$ cat config.mk
export PLATFORM = sky130hd
export DESIGN_NAME = ebr_sh_seq_flat
export DESIGN_NICKNAME = d
export VERILOG_FILES = /design/src/rtl/opm_seq_pkg.sv /design/src/rtl/ebr_sh_seq_if.sv /design/src/rtl/opm_cen_div.sv /design/src/rtl/ebr_sh_seq.sv /design/src/flat_wrapper.sv
export SDC_FILE = /design/constraint.sdc
export NUM_CORES = 1
export LEC_CHECK = 0
export BUFFER_PORTS_ARGS = -buffer_cell sky130_fd_sc_hd__buf_2
export CELL_PAD_IN_SITES_DETAIL_PLACEMENT = 2
export CELL_PAD_IN_SITES_GLOBAL_PLACEMENT = 2
export CORE_MARGIN = 2
export CORE_UTILIZATION = 36
export CTS_BUF_LIST = sky130_fd_sc_hd__clkbuf_4
export CTS_CLUSTER_DIAMETER = 40
export DETAILED_ROUTE_END_ITERATION = 10
export GPL_ROUTABILITY_DRIVEN = 0
export PLACE_DENSITY_LB_ADDON = 0.1
export REMOVE_ABC_BUFFERS = 1
export SLEW_MARGIN = 30
export SYNTH_ARGS = -nofsm -noshare
export SYNTH_HDL_FRONTEND = slang
export SYNTH_SLANG_ARGS = --single-unit
$ cat constraint.sdc
create_clock -name clk -period 2 [get_ports clk]
set_input_delay 0.4 -clock clk [delete_from_list [all_inputs] [get_ports clk]]
set_output_delay 0.4 -clock clk [all_outputs]
set_load 0.02 [all_outputs]
$ cat src/rtl/opm_seq_pkg.sv
// Shared types and defaults for the OPM delay-line sequencer and its delay-line instances.
package opm_seq_pkg;

  // Defaults shared with the EBR delay-line instances driven by the sequencer.
  localparam int unsigned DefStages = 32;
  localparam int unsigned DefDiv    = 4;

  typedef enum logic [1:0] {
    StWipe,
    StIdle,
    StRun
  } seq_state_e;

  // Bits needed to hold 0..n-1, never less than one.
  function automatic int unsigned clog2(input int unsigned n);
    int unsigned r;
    r = 0;
    for (int unsigned i = 0; i < 32; i++) begin
      if ((64'd1 << i) < 64'(n)) r = i + 1;
    end
    return (r == 0) ? 1 : r;
  endfunction

endpackage

$ cat src/rtl/ebr_sh_seq_if.sv
// Control bundle between the sequencer (master) and its requester/delay lines (slave).
interface ebr_sh_seq_if
  import opm_seq_pkg::*;
#(
  parameter int unsigned STAGES = DefStages
) ();

  localparam int unsigned SlotW = clog2(STAGES);

  logic             run;
  logic             wipe_req;
  logic             cen;
  logic             sh_rst;
  logic [SlotW-1:0] slot;
  logic             sync;
  logic             busy;

  modport master (
    input  run,
    input  wipe_req,
    output cen,
    output sh_rst,
    output slot,
    output sync,
    output busy
  );

  modport slave (
    output run,
    output wipe_req,
    input  cen,
    input  sh_rst,
    input  slot,
    input  sync,
    input  busy
  );

endinterface

$ cat src/rtl/opm_cen_div.sv
// Prescaler: one-clock registered tick every DIV enabled clocks, restartable by clr_i.
module opm_cen_div
  import opm_seq_pkg::*;
#(
  parameter int unsigned DIV = DefDiv
) (
  input  logic clk,
  input  logic rst,
  input  logic clr_i,
  input  logic en_i,
  output logic tick_o,
  // Value tick_o will take after the next edge; lets the parent align other outputs.
  output logic tick_nxt_o
);

  localparam int unsigned CntW = clog2(DIV);
  localparam logic [CntW-1:0] CntLast = CntW'(DIV - 1);

  logic [CntW-1:0] cnt_q, cnt_d;
  logic            tick_q, tick_d;

  // Count enabled clocks, wrapping at DIV-1; clear or disable parks the count at zero.
  always_comb begin
    cnt_d  = cnt_q;
    tick_d = 1'b0;
    if (clr_i || !en_i) begin
      cnt_d = '0;
    end else begin
      tick_d = (cnt_q == CntLast);
      cnt_d  = (cnt_q == CntLast) ? '0 : cnt_q + 1'b1;
    end
  end

  // Counter and tick registers with synchronous reset.
  always_ff @(posedge clk) begin
    if (rst) begin
      cnt_q  <= '0;
      tick_q <= 1'b0;
    end else begin
      cnt_q  <= cnt_d;
      tick_q <= tick_d;
    end
  end

  assign tick_o     = tick_q;
  assign tick_nxt_o = tick_d;

endmodule

$ cat src/rtl/ebr_sh_seq.sv
// Slot sequencer and wipe controller for slot-multiplexed EBR delay lines.
module ebr_sh_seq
  import opm_seq_pkg::*;
#(
  parameter int unsigned STAGES      = DefStages,
  parameter int unsigned DIV         = DefDiv,
  parameter int unsigned WIPE_PASSES = 1
) (
  input logic         clk,
  input logic         rst,
  ebr_sh_seq_if.master bus
);

  localparam int unsigned SlotW     = clog2(STAGES);
  localparam int unsigned WipeTotal = STAGES * WIPE_PASSES;
  localparam int unsigned WcntW     = clog2(WipeTotal);
  localparam logic [SlotW-1:0] SlotLast = SlotW'(STAGES - 1);
  localparam logic [WcntW-1:0] WcntLast = WcntW'(WipeTotal - 1);

  seq_state_e       state_q, state_d;
  logic [SlotW-1:0] slot_q, slot_d;
  logic [WcntW-1:0] wcnt_q, wcnt_d;
  logic             pend_q, pend_d;
  logic             sh_rst_q, sh_rst_d;
  logic             busy_q, busy_d;
  logic             sync_q, sync_d;

  logic cen;
  logic cen_nxt;
  logic enter;
  logic div_en;
  logic frame_end;
  logic wipe_done;

  // A pending or same-cycle wipe request both count at the frame-end decision.
  assign frame_end = cen && (slot_q == SlotLast);
  assign wipe_done = cen && (wcnt_q == WcntLast);

  // Entering WIPE or RUN restarts divider, slot and wipe counters.
  assign enter  = (state_d != state_q) && (state_d != StIdle);
  assign div_en = (state_d != StIdle) && !enter;

  opm_cen_div #(
    .DIV (DIV)
  ) u_cen_div (
    .clk        (clk),
    .rst        (rst),
    .clr_i      (enter),
    .en_i       (div_en),
    .tick_o     (cen),
    .tick_nxt_o (cen_nxt)
  );

  // State register.
  always_ff @(posedge clk) begin
    if (rst) state_q <= StWipe;
    else     state_q <= state_d;
  end

  // Next-state: all decisions except IDLE exits are taken on a cen pulse.
  always_comb begin
    state_d = state_q;
    unique case (state_q)
      StWipe: begin
        if (wipe_done) state_d = bus.run ? StRun : StIdle;
      end
      StIdle: begin
        if (bus.wipe_req)  state_d = StWipe;
        else if (bus.run)  state_d = StRun;
      end
      StRun: begin
        if (frame_end) begin
          if (pend_q || bus.wipe_req) state_d = StWipe;
          else if (!bus.run)          state_d = StIdle;
        end
      end
      default: state_d = StWipe;
    endcase
  end

  // Output and counter next values; everything leaving the block is registered.
  always_comb begin
    slot_d = slot_q;
    if (enter || (state_d == StIdle)) slot_d = '0;
    else if (cen)                     slot_d = (slot_q == SlotLast) ? '0 : slot_q + 1'b1;

    wcnt_d = wcnt_q;
    if (enter || (state_d != StWipe)) wcnt_d = '0;
    else if (cen)                     wcnt_d = wcnt_q + 1'b1;

    // Requests only latch while RUN continues; WIPE ignores them.
    pend_d = 1'b0;
    if ((state_q == StRun) && (state_d == StRun)) pend_d = pend_q || bus.wipe_req;

    sh_rst_d = (state_d == StWipe);
    busy_d   = (state_d == StWipe);
    sync_d   = cen_nxt && (state_d == StRun) && (slot_d == '0);
  end

  // Counter, pending flag and output registers.
  always_ff @(posedge clk) begin
    if (rst) begin
      slot_q   <= '0;
      wcnt_q   <= '0;
      pend_q   <= 1'b0;
      sh_rst_q <= 1'b1;
      busy_q   <= 1'b1;
      sync_q   <= 1'b0;
    end else begin
      slot_q   <= slot_d;
      wcnt_q   <= wcnt_d;
      pend_q   <= pend_d;
      sh_rst_q <= sh_rst_d;
      busy_q   <= busy_d;
      sync_q   <= sync_d;
    end
  end

  assign bus.cen    = cen;
  assign bus.sh_rst = sh_rst_q;
  assign bus.slot   = slot_q;
  assign bus.sync   = sync_q;
  assign bus.busy   = busy_q;

endmodule
$ cat src/flat_wrapper.sv
// flat-port wrapper written by rule: the top's interface ports become plain ports
module ebr_sh_seq_flat import opm_seq_pkg::*;
#(
  parameter int unsigned STAGES      = DefStages,
  parameter int unsigned DIV         = DefDiv,
  parameter int unsigned WIPE_PASSES = 1
)
  (clk, rst, bus_run, bus_wipe_req, bus_cen, bus_sh_rst, bus_slot, bus_sync, bus_busy);
  ebr_sh_seq_if #(.STAGES(STAGES)) bus_i ();
  input logic clk;
  input logic rst;
  input wire logic [$bits(bus_i.run)-1:0] bus_run;
  input wire logic [$bits(bus_i.wipe_req)-1:0] bus_wipe_req;
  output wire logic [$bits(bus_i.cen)-1:0] bus_cen;
  output wire logic [$bits(bus_i.sh_rst)-1:0] bus_sh_rst;
  output wire logic [$bits(bus_i.slot)-1:0] bus_slot;
  output wire logic [$bits(bus_i.sync)-1:0] bus_sync;
  output wire logic [$bits(bus_i.busy)-1:0] bus_busy;
  assign bus_i.run = bus_run;
  assign bus_i.wipe_req = bus_wipe_req;
  assign bus_cen = bus_i.cen;
  assign bus_sh_rst = bus_i.sh_rst;
  assign bus_slot = bus_i.slot;
  assign bus_sync = bus_i.sync;
  assign bus_busy = bus_i.busy;
  ebr_sh_seq #(.STAGES(STAGES), .DIV(DIV), .WIPE_PASSES(WIPE_PASSES)) u_core (.clk(clk), .rst(rst), .bus(bus_i));
endmodule
==> results.toml <==
[logic_synthesis]
ys_seq_area_frac = 0.419
synth.distinct_cells = 35
ys_ff_latch = 18
synth_cells = 89
synth_area_per_cell_um2 = 9.67
ys_warn_count = 0
synth_edf_count = 0
async_reset_ff_frac = 0
synth-main-ff-cell = "dfxtp_1"
syn_area_um2 = 861

[route]
ant_nets = 0
wl_per_cell_um = 15.4
drc = 0
dr_total_vias = 700
drtIter0Drc = 4
finalWirelength_um = 2010
avgViaCountPerCell = 5.34
first_pass_iters = 3

[layout]
drive_above_1_share = 0.223
fin_cells = 131
final_common_cell = "dfxtp_1"
diodes = 0
multi_input_area_um2 = 465
num-fill-cells = 254
areaGrowthSynthToFinish_pct = 12.6
nets = 114
stdcell_area_um2 = 970
ff_latch_area_um2 = 360
layout_common_cells = "dfxtp_1, nor2_1, buf_2"

[global_route]
grt_pass1_wl_um = 3490
grt_use_met2 = 0.300
antenna_found_initial = 0
use_met3 = 0.0339
grt_max_degree = 10
met1_usage = 0.209
grt_pass1_vias = 737
grtUsageTotal = 0.176
grt-busiest-layer = "met2"
grt_overflow_total = 0

[setup_path]
crit_path_max_incr_delay_ps = 460
reg2reg_depth = 6
crit_arrival_ps = 2010
crit_type = "reg2reg"
path_buf_inv = 0
required_ps = 2190
startpoint_type = "flop"
r2r-start = "u_core.bus.slot[0]"
worst_setup_path_end_kind = "flop"
worstPathCellList = "ha_1 -> and3_1 -> ha_1 -> nor3b_1 -> o21ai_0 -> a311oi_1"
crit_family = "adder cells"
r2r-end = "u_core.bus.sync"
crit_slowest_cell = "dfxtp_1"
r2r_slack_ps = 180
cp_max_fo = 6
critPathMostFrequentCell = "ha_1"

[placed_design]
dp_cells = 128
port_buffers = 12
dpl_cell_area_um2 = 947
dp_hpwl_um = 1570

[pwr]
swShare = 0.240
combPwrFrac = 0.076
p_clk_frac = 0.303
powerDensity_nw_per_um2 = 619
p_sw_w = 0.000144
sequentialPowerShare = 0.621
finalPower_w = 0.000600
irDropWorstVdd_v = 0.000303
intPower_w = 0.000456
p_leak_nw = 0.407

[die]
ioPinCount = 13
rows = 17
core_um2 = 2230
die_w_um = 52.9
die_area_um2 = 2800
floorplan.initialDensity = 0.385
die_y_um = 52.9

[clocking]
clk-insertion-delay-late_ps = 290
cts_buffer_depth = 2
cts_tree = "done"
cts_buffers = 3
postCtsResizedCells = 0
post_cts_buffers = 0
hold_buffers = 0
clock-root-buffer = "clkbuf_4"
htree_levels = 1
cts_num_sinks = 18
clk_pin_slew_worst_paths_ps = 100

[sta]
final.min_clock_period_ps = 1820
skew_ps = 1.97
setup_viol = 0
fmax_ghz = 0.550
setup_tns_ps = 0
hold_viol = 0
worst_slew_pin_slew_ps = 353
slew_violations = 0
fin_crit_sh = 0.909
rsz0062_at_grt = "false"
max_slew_margin = 0.764

[outcome]
status = "finished clean"

[worst_hold_path]
min_to = "u_core.state_q[1]"
whs_path_depth = 2
min-delay-start = "rst"
hold_path.class = "in2reg"

[run]
maxCapViolations = 0
-- registers in the layout, summed over array words and instances, names as in the netlist --
| name | count |
|---|---|
| u_core.pend_q | 1 |
| u_core.state_q | 2 |
| u_core.bus.sync | 1 |
| u_core.u_cen_div.cnt_q | 2 |
| u_core.bus.slot | 5 |
| u_core.bus.sh_rst | 1 |
| u_core.u_cen_div.tick_o | 1 |
| u_core.wcnt_q | 5 |
-- power by group through the flow --
| stage | clock [W] | sequential (W) | combinational [W] |
|---|---|---|---|
| finish | 0.000182 | 0.000373 | 0.0000457 |
| floorplan | 0 | 0.000384 | 0.0000258 |
| CTS | 0.000187 | 0.000373 | 0.0000471 |
| global route | 0.000206 | 0.000374 | 0.0000513 |
| detailed placement | 0 | 0.000381 | 0.0000470 |
| global placement | 0 | 0.000380 | 0.0000454 |
-- kinds of logic after synthesis --
logic type / share of synthesized area
and+or+nand+nor: 0.222
DFF: 0.419
AOI/OAI and AO/OA: 0.138
muxes: 0.0465
adders and majority gates: 0.0727
buffers and inverters: 0.0407
xor gates and xnor gates: 0.0610
-- layer usage --
| metal | share of wire | routed length [um] | up-vias |
|---|---|---|---|
| li1 | - | - | 345 |
| met1 | 0.47 | 954 | 341 |
| met2 | 0.48 | 961 | 10 |
| met3 | 0.031 | 62 | 4 |
| met4 | 0.018 | 36 | 0 |
| met5 | 0 | 0 | - |
-- Yosys cell counts (2+ instances only) --
cell type   n  area share
o21ai_0     4       0.023
nand4_1     2       0.015
nor2_1     14       0.061
mux2i_1     4       0.047
nor3_1      2       0.012
inv_1       2      0.0087
nand2_1     5       0.022
xnor2_1     2       0.020
dfxtp_1    18        0.42
xor2_1      4       0.041
ha_1        5       0.073
and3_1      3       0.022
nor2b_1     2       0.015
-- cell type report --
cell class / instances / area share
multi-input cells: 65 / 0.480
flip-flops and latches: 18 / 0.372
repair buffers: 14 / 0.0774
well taps: 28 / 0.0361
clock buffers: 3 / 0.0232
inverters: 3 / 0.0116
-- worst max path at each step --
stage / slack, ps / start / end / cells past startpoint
after floorplan: 300 / u_core.bus.slot[0] / u_core.bus.slot[1] / 6
after global placement: 260 / u_core.wcnt_q[0] / u_core.u_cen_div.cnt_q[1] / 7
after detailed placement: 190 / u_core.bus.slot[0] / u_core.bus.sync / 6
after CTS: 170 / u_core.bus.slot[0] / u_core.bus.sync / 6
after global routing: 30 / u_core.wcnt_q[0] / u_core.u_cen_div.cnt_q[0] / 7
final: 180 / u_core.bus.slot[0] / u_core.bus.sync / 6
-- worst register-to-register path: stages, from the launching register on --
cell	delay, ps
dfxtp_1	460
ha_1	250
and3_1	200
ha_1	250
nor3b_1	190
o21ai_0	110
a311oi_1	260
-- stage by stage --
| step | utilization | hold slack, ps | setup slack (ps) |
|---|---|---|---|
| 2_1_floorplan | - | 408 | 296 |
| 3_3_place_gp | 0.424 | 421 | 263 |
| 3_5_place_dp | 0.424 | 432 | 187 |
| 4_1_cts | 0.434 | 329 | 169 |
| 5_1_grt | 0.434 | 324 | 26.8 |
| 6_report | 0.434 | 334 | 182 |
Note: power is estimated with default switching activity, not from simulation.
